**src/rtl/pipeline_hazard_ctrl.sv**
```systemverilog
// Hazard sequencer for the 5-stage pipeline: PC enable, per-latch enable/flush, halt drain.
// Optional perf counters (stall_cnt/flush_cnt) are built when HAZARD_PERF_CNT_EN is defined.
module pipeline_hazard_ctrl #(
  parameter int DRAIN_CYCLES = 3
`ifdef HAZARD_PERF_CNT_EN
  ,
  parameter int CNT_W = 32
`endif
) (
  input  logic       CLK,
  input  logic       nRST,
  input  logic       ihit,
  input  logic       dhit,
  input  logic       mem_dreq,
  input  logic       ex_memrd,
  input  logic [4:0] ex_wsel,
  input  logic [4:0] id_rs,
  input  logic [4:0] id_rt,
  input  logic       id_uses_rt,
  input  logic       ex_redirect,
  input  logic       id_halt,
  output logic       pc_en,
  output logic       fd_en,
  output logic       fd_flush,
  output logic       de_en,
  output logic       de_flush,
  output logic       em_en,
  output logic       em_flush,
  output logic       mw_en,
  output logic       mw_flush,
  output logic       halt_out
`ifdef HAZARD_PERF_CNT_EN
  ,
  output logic [CNT_W-1:0] stall_cnt,
  output logic [CNT_W-1:0] flush_cnt
`endif
);

  localparam int DW = $clog2(DRAIN_CYCLES + 2);
  localparam logic [1:0] ST_RUN   = 2'd0;
  localparam logic [1:0] ST_DWAIT = 2'd1;
  localparam logic [1:0] ST_DRAIN = 2'd2;
  localparam logic [1:0] ST_HALT  = 2'd3;
  localparam logic [DW-1:0] DRAIN_INIT = DW'(DRAIN_CYCLES);

  function automatic logic load_use_hit(input logic memrd, input logic [4:0] wsel,
                                        input logic [4:0] rs, input logic [4:0] rt,
                                        input logic uses_rt);
    return memrd && (wsel != 5'd0) && ((wsel == rs) || (uses_rt && (wsel == rt)));
  endfunction

  logic [1:0]    state_r, state_nxt_s;
  logic [DW-1:0] dcnt_r, dcnt_nxt_s;
  logic          lu_r, lu_nxt_s;
  logic          halt_out_r;
  logic          dstall_s, lu_raw_s;
  logic          pc_en_s, fd_en_s, fd_flush_s, de_en_s, de_flush_s;
  logic          em_en_s, em_flush_s, mw_en_s, mw_flush_s;

  assign dstall_s = mem_dreq & ~dhit;
  assign lu_raw_s = load_use_hit(ex_memrd, ex_wsel, id_rs, id_rt, id_uses_rt);

  // Next-state and latch control; lu_r marks a dependence already served by its one stall cycle.
  always_comb begin
    pc_en_s     = 1'b1;
    fd_en_s     = 1'b1;
    fd_flush_s  = 1'b0;
    de_en_s     = 1'b1;
    de_flush_s  = 1'b0;
    em_en_s     = 1'b1;
    em_flush_s  = 1'b0;
    mw_en_s     = 1'b1;
    mw_flush_s  = 1'b0;
    state_nxt_s = state_r;
    dcnt_nxt_s  = dcnt_r;
    lu_nxt_s    = lu_r & lu_raw_s;
    case (state_r)
      ST_RUN, ST_DWAIT: begin
        if (dstall_s) begin
          pc_en_s     = 1'b0;
          fd_en_s     = 1'b0;
          de_en_s     = 1'b0;
          em_en_s     = 1'b0;
          mw_flush_s  = 1'b1;
          state_nxt_s = ST_DWAIT;
        end else if (ex_redirect) begin
          fd_flush_s  = 1'b1;
          de_flush_s  = 1'b1;
          state_nxt_s = ST_RUN;
        end else if (lu_raw_s && !lu_r) begin
          pc_en_s     = 1'b0;
          fd_en_s     = 1'b0;
          de_flush_s  = 1'b1;
          lu_nxt_s    = 1'b1;
          state_nxt_s = ST_RUN;
        end else if (!ihit) begin
          pc_en_s     = 1'b0;
          fd_en_s     = 1'b0;
          de_flush_s  = 1'b1;
          state_nxt_s = ST_RUN;
        end else if (id_halt) begin
          pc_en_s     = 1'b0;
          fd_flush_s  = 1'b1;
          de_flush_s  = 1'b1;
          dcnt_nxt_s  = DRAIN_INIT;
          state_nxt_s = ST_DRAIN;
        end else begin
          state_nxt_s = ST_RUN;
        end
      end
      ST_DRAIN: begin
        pc_en_s    = 1'b0;
        fd_flush_s = 1'b1;
        if (dstall_s) begin
          // EX is frozen here, so ID_EX must hold rather than be overwritten by a bubble.
          fd_en_s    = 1'b0;
          de_en_s    = 1'b0;
          em_en_s    = 1'b0;
          mw_flush_s = 1'b1;
        end else begin
          de_flush_s = 1'b1;
          if (dcnt_r <= DW'(1)) begin
            dcnt_nxt_s  = {DW{1'b0}};
            state_nxt_s = ST_HALT;
          end else begin
            dcnt_nxt_s = dcnt_r - DW'(1);
          end
        end
      end
      ST_HALT: begin
        pc_en_s = 1'b0;
        fd_en_s = 1'b0;
        de_en_s = 1'b0;
        em_en_s = 1'b0;
        mw_en_s = 1'b0;
      end
      default: begin
        pc_en_s     = 1'b0;
        fd_en_s     = 1'b0;
        de_en_s     = 1'b0;
        em_en_s     = 1'b0;
        mw_en_s     = 1'b0;
        state_nxt_s = ST_RUN;
      end
    endcase
  end

  // Sequencer state, drain counter and sticky halt flag.
  always_ff @(posedge CLK or negedge nRST) begin
    if (!nRST) begin
      state_r    <= ST_RUN;
      dcnt_r     <= {DW{1'b0}};
      lu_r       <= 1'b0;
      halt_out_r <= 1'b0;
    end else begin
      state_r    <= state_nxt_s;
      dcnt_r     <= dcnt_nxt_s;
      lu_r       <= lu_nxt_s;
      halt_out_r <= (state_nxt_s == ST_HALT);
    end
  end

  assign pc_en    = nRST & pc_en_s;
  assign fd_en    = nRST & fd_en_s;
  assign fd_flush = nRST & fd_flush_s;
  assign de_en    = nRST & de_en_s;
  assign de_flush = nRST & de_flush_s;
  assign em_en    = nRST & em_en_s;
  assign em_flush = nRST & em_flush_s;
  assign mw_en    = nRST & mw_en_s;
  assign mw_flush = nRST & mw_flush_s;
  assign halt_out = halt_out_r;

`ifdef HAZARD_PERF_CNT_EN
  logic             in_run_s, stall_inc_s, flush_inc_s;
  logic [CNT_W-1:0] stall_cnt_r, flush_cnt_r;

  assign in_run_s    = (state_r == ST_RUN) || (state_r == ST_DWAIT);
  assign stall_inc_s = in_run_s && !pc_en_s;
  assign flush_inc_s = in_run_s && !dstall_s && ex_redirect;

  // Saturating perf counters.
  always_ff @(posedge CLK or negedge nRST) begin
    if (!nRST) begin
      stall_cnt_r <= {CNT_W{1'b0}};
      flush_cnt_r <= {CNT_W{1'b0}};
    end else begin
      if (stall_inc_s && (stall_cnt_r != {CNT_W{1'b1}})) begin
        stall_cnt_r <= stall_cnt_r + CNT_W'(1);
      end
      if (flush_inc_s && (flush_cnt_r != {CNT_W{1'b1}})) begin
        flush_cnt_r <= flush_cnt_r + CNT_W'(1);
      end
    end
  end

  assign stall_cnt = stall_cnt_r;
  assign flush_cnt = flush_cnt_r;
`endif

endmodule
```
**config.mk**
```make
export PLATFORM = sky130hd
export DESIGN_NAME = pipeline_hazard_ctrl
export DESIGN_NICKNAME = d
export VERILOG_FILES = /design/src/rtl/pipeline_hazard_ctrl.sv
export SDC_FILE = /design/constraint.sdc
export NUM_CORES = 1
export LEC_CHECK = 0
export CAP_MARGIN = 10
export CORE_MARGIN = 2
export CORE_UTILIZATION = 40
export DETAILED_ROUTE_END_ITERATION = 8
export PLACE_DENSITY = 0.82
export SKIP_LAST_GASP = 1
export SLEW_MARGIN = 0
export SYNTH_ARGS = -nofsm -noshare
export SYNTH_HDL_FRONTEND = slang
export SYNTH_SLANG_ARGS = --single-unit
```
**constraint.sdc**
```tcl
create_clock -name CLK -period 4 [get_ports CLK]
set_input_delay 0.8 -clock CLK [delete_from_list [all_inputs] [get_ports CLK]]
set_output_delay 0.8 -clock CLK [all_outputs]
set_load 0.02 [all_outputs]
```
==> results.yml <==
yosys:
  synth_commonest_cells: "9 x xor2_1, 7 x dfrtp_1, 7 x inv_1, 6 x nand2_1, 6 x nor2_1"
  yosysTopAreaCell: "dfrtp_1"
  synth_fa_ha_area_share_pct: 4.02
  yosysWarnings: 0
  ys_top_cells_by_area: "dfrtp_1 28%, xor2_1 13%, o41ai_2 5.2%"
  ys_types: 28
  synthMuxAreaShare_pct: 0
  synth_most_common_cell: "xor2_1"
  synth_top_area_share_pct: 28.2
  synth_top_family_by_area: "compound AO/OA/AOI/OAI gates"
  syn_nets: 101
  synth-edff-count: 0
  ys_seq_area_share_pct: 28.2
  synthFlopType: "dfrtp_1"
  ys_async_sr_fraction_pct: 100
  synth_xor_area_share_pct: 14.1
  synth_compound_area_share_pct: 24.5
  ys_ff_latch: 7
  synth_area_um2: 622
  yosys.area_share.simple_pct: 21.9
  avgSynthCellArea_um2: 8.29
  synthCells: 75
cells_and_area:
  stdcell_count: 127
  diodes: 0
  fin_util_pct: 66.6
  fin_area_um2: 991
  area_growth_pct: 59.4
  final_nets: 138
  drive_gt1_share_pct: 9.01
pwr:
  seqPwrFrac_pct: 34.7
  p_sw_share_pct: 35.1
  p_int_uw: 175
  comb_power_share_pct: 41.6
  leakage_uw: 0.000426
  ir_drop_mv: 0.235
  p_sw_uw: 94.8
  power_density_nw_per_um2: 272
  clkPwrFrac_pct: 23.7
worst_setup_path:
  crit_path_start: "ex_wsel[3]"
  cp.arrival_ns: 3.08
  worstSetupPathType: "in -> out"
  r2r_start: "state_r[1]"
  ff2ff_path_depth: 5
  cp-end-kind: "output pin"
  crit_path_start_kind: "input port"
  critPathMaxFanout: 5
  setup.reg_to_reg.worst_slack_ns: 2.57
  required_ns: 3.20
  timing.critical_path.to: "de_flush"
  r2r_end: "dcnt_r[2]"
floorplanning:
  io_pins: 34
  rows: 14
  fp.dieW_um: 43.4
  die_h_um: 43.4
  dieArea_um2: 1890
  initial_core_util_pct: 41.8
  coreArea_um2: 1490
clocking:
  cts-root-buf: "clkbuf_4"
  clockBufferDepth: 2
  post_cts_buffers: 0
  cts.sinks: 7
  cts_tree: "built"
  cts_hold_buf: 0
  htreeDepth: 1
  cts.clk_slew.worst_paths_ns: 0.05
  numCtsBuffers: 3
  clk_latency_ns: 0.25
timing:
  setup_ws_ns: 0.122
  drv_slew: 0
  setup_tns_ns: 0
  post-route-min-period_ns: 3.88
  fin_crit_sh_pct: 97.0
  max_freq_mhz: 258
  setup_viol: 0
  finalHoldViolCount: 0
  rsz0062_at_grt: "no"
  skew_ns: 0.00554
detailed_routing:
  post_drt_wl_per_cell_um: 13.2
  drtIter0Drc: 9
  ant_nets: 0
  wirelength_um: 1670
  firstDrtPassIters: 4
  vias: 659
  drc: 0
  viasPerCell: 5.19
placement:
  numPortBuffers: 32
  postPlaceCellArea_um2: 962
  gp_congestion: 0.828
  place_inst: 123
  dp_hpwl_um: 1450
  dp_slack_ns: 0.0622
hold_path:
  min_path_type: "reg -> reg"
  hold_path_depth: 1
outcome:
  status: "finished, final reports clean"
job:
  max-cap-violations: 0
global_routing:
  grtUsageTotal_pct: 19.2
  grt_pass1_vias: 612
  grt_max_degree: 11
  grt.overflow.total: 0
  grt_pass1_wl_um: 2680
  antenna_found_initial: 0
## cell type report
| type | instances | area, um^2 |
|---|---|---|
| fillers | 132 | 498 |
| multi-input cells | 59 | 405 |
| repair buffers | 34 | 338 |
| flip-flops and latches | 7 | 175 |
| clock buffers | 4 | 26.3 |
| inverters | 7 | 26.3 |
| well taps | 16 | 20.0 |
## worst min-delay path by stage
stage | end | start | slack (ns)
final | dcnt_r[2] | dcnt_r[2] | 0.57
after global routing | dcnt_r[1] | dcnt_r[1] | 0.60
after CTS | dcnt_r[2] | dcnt_r[2] | 0.57
after detailed placement | dcnt_r[2] | dcnt_r[2] | 0.55
after global placement | dcnt_r[1] | dcnt_r[1] | 0.55
after floorplan | dcnt_r[0] | nRST | 0.50
## worst max-delay path: stages
cell and delay [ns]:
clkdlybuf4s50_1 0.46, xor2_1 0.19, nor4_2 0.28, a32oi_1 0.21, nor3_2 0.36, o21a_1 0.18
clkdlybuf4s50_1 0.60
## logic make-up (layout without fill, tap and decap cells)
family	after synthesis	in the layout
simple gates	26	26
compound gates	20	20
xor+xnor	10	10
buf+inv	9	45
flops	7	7
fa+ha+maj	2	2
other cells	1	1
## power groups by stage
stage,Sequential (uW),Combinational (uW),Clock [uW]
3_3_place_gp,94.4,97.4,0
6_report,93.5,112,64.0
4_1_cts,93.7,111,65.9
2_1_floorplan,93.0,61.4,0
3_5_place_dp,94.7,111,0
5_1_grt,95.6,122,68.7
## timing repair
| item | CTS | global route |
|---|---|---|
| endpoints found under the hold margin | 0 | 0 |
| setup endpoints to repair | 0 | 1 |
| resized for setup | 0 | 1 |
## registers in the layout, summed over array words and instances, names as in the netlist
register	cells
lu_r	1
state_r	2
dcnt_r	3
halt_out	1
## metrics by stage
stage               power [uW]  hold WS (ns)
detailed placement         205         0.549
finish                     270         0.567
global placement           192         0.545
global route               286         0.595
floorplan                  154         0.504
CTS                        271         0.570
## layout by cell type (no fill, tap or decap), drive strengths merged
cell type and instances:
a21o 1, a21oi 5, a22o 1, a31oi 1
a32oi 1, buf 2, clkbuf 4, clkdlybuf4s50 31
conb 1, dfrtp 7, dlymetal6s2s 1, ha 2
inv 7, nand2 6, nand2b 1, nand3 2
nand4 1, nor2 6, nor2b 3, nor3 5
nor4 1, o21a 4, o21ai 3, o22ai 1
o32ai 1, o41ai 2, or4 1, xnor2 1
xor2 9
## per-layer routing
metal	GRT usage [%]	vias to the layer above	wire length (um)
li1	-	338	-
met1	20.8	300	640
met2	37.0	19	948
met3	5.00	2	60
met4	4.24	0	22
met5	0	-	0
Note: power is estimated with default switching activity, not from simulation.
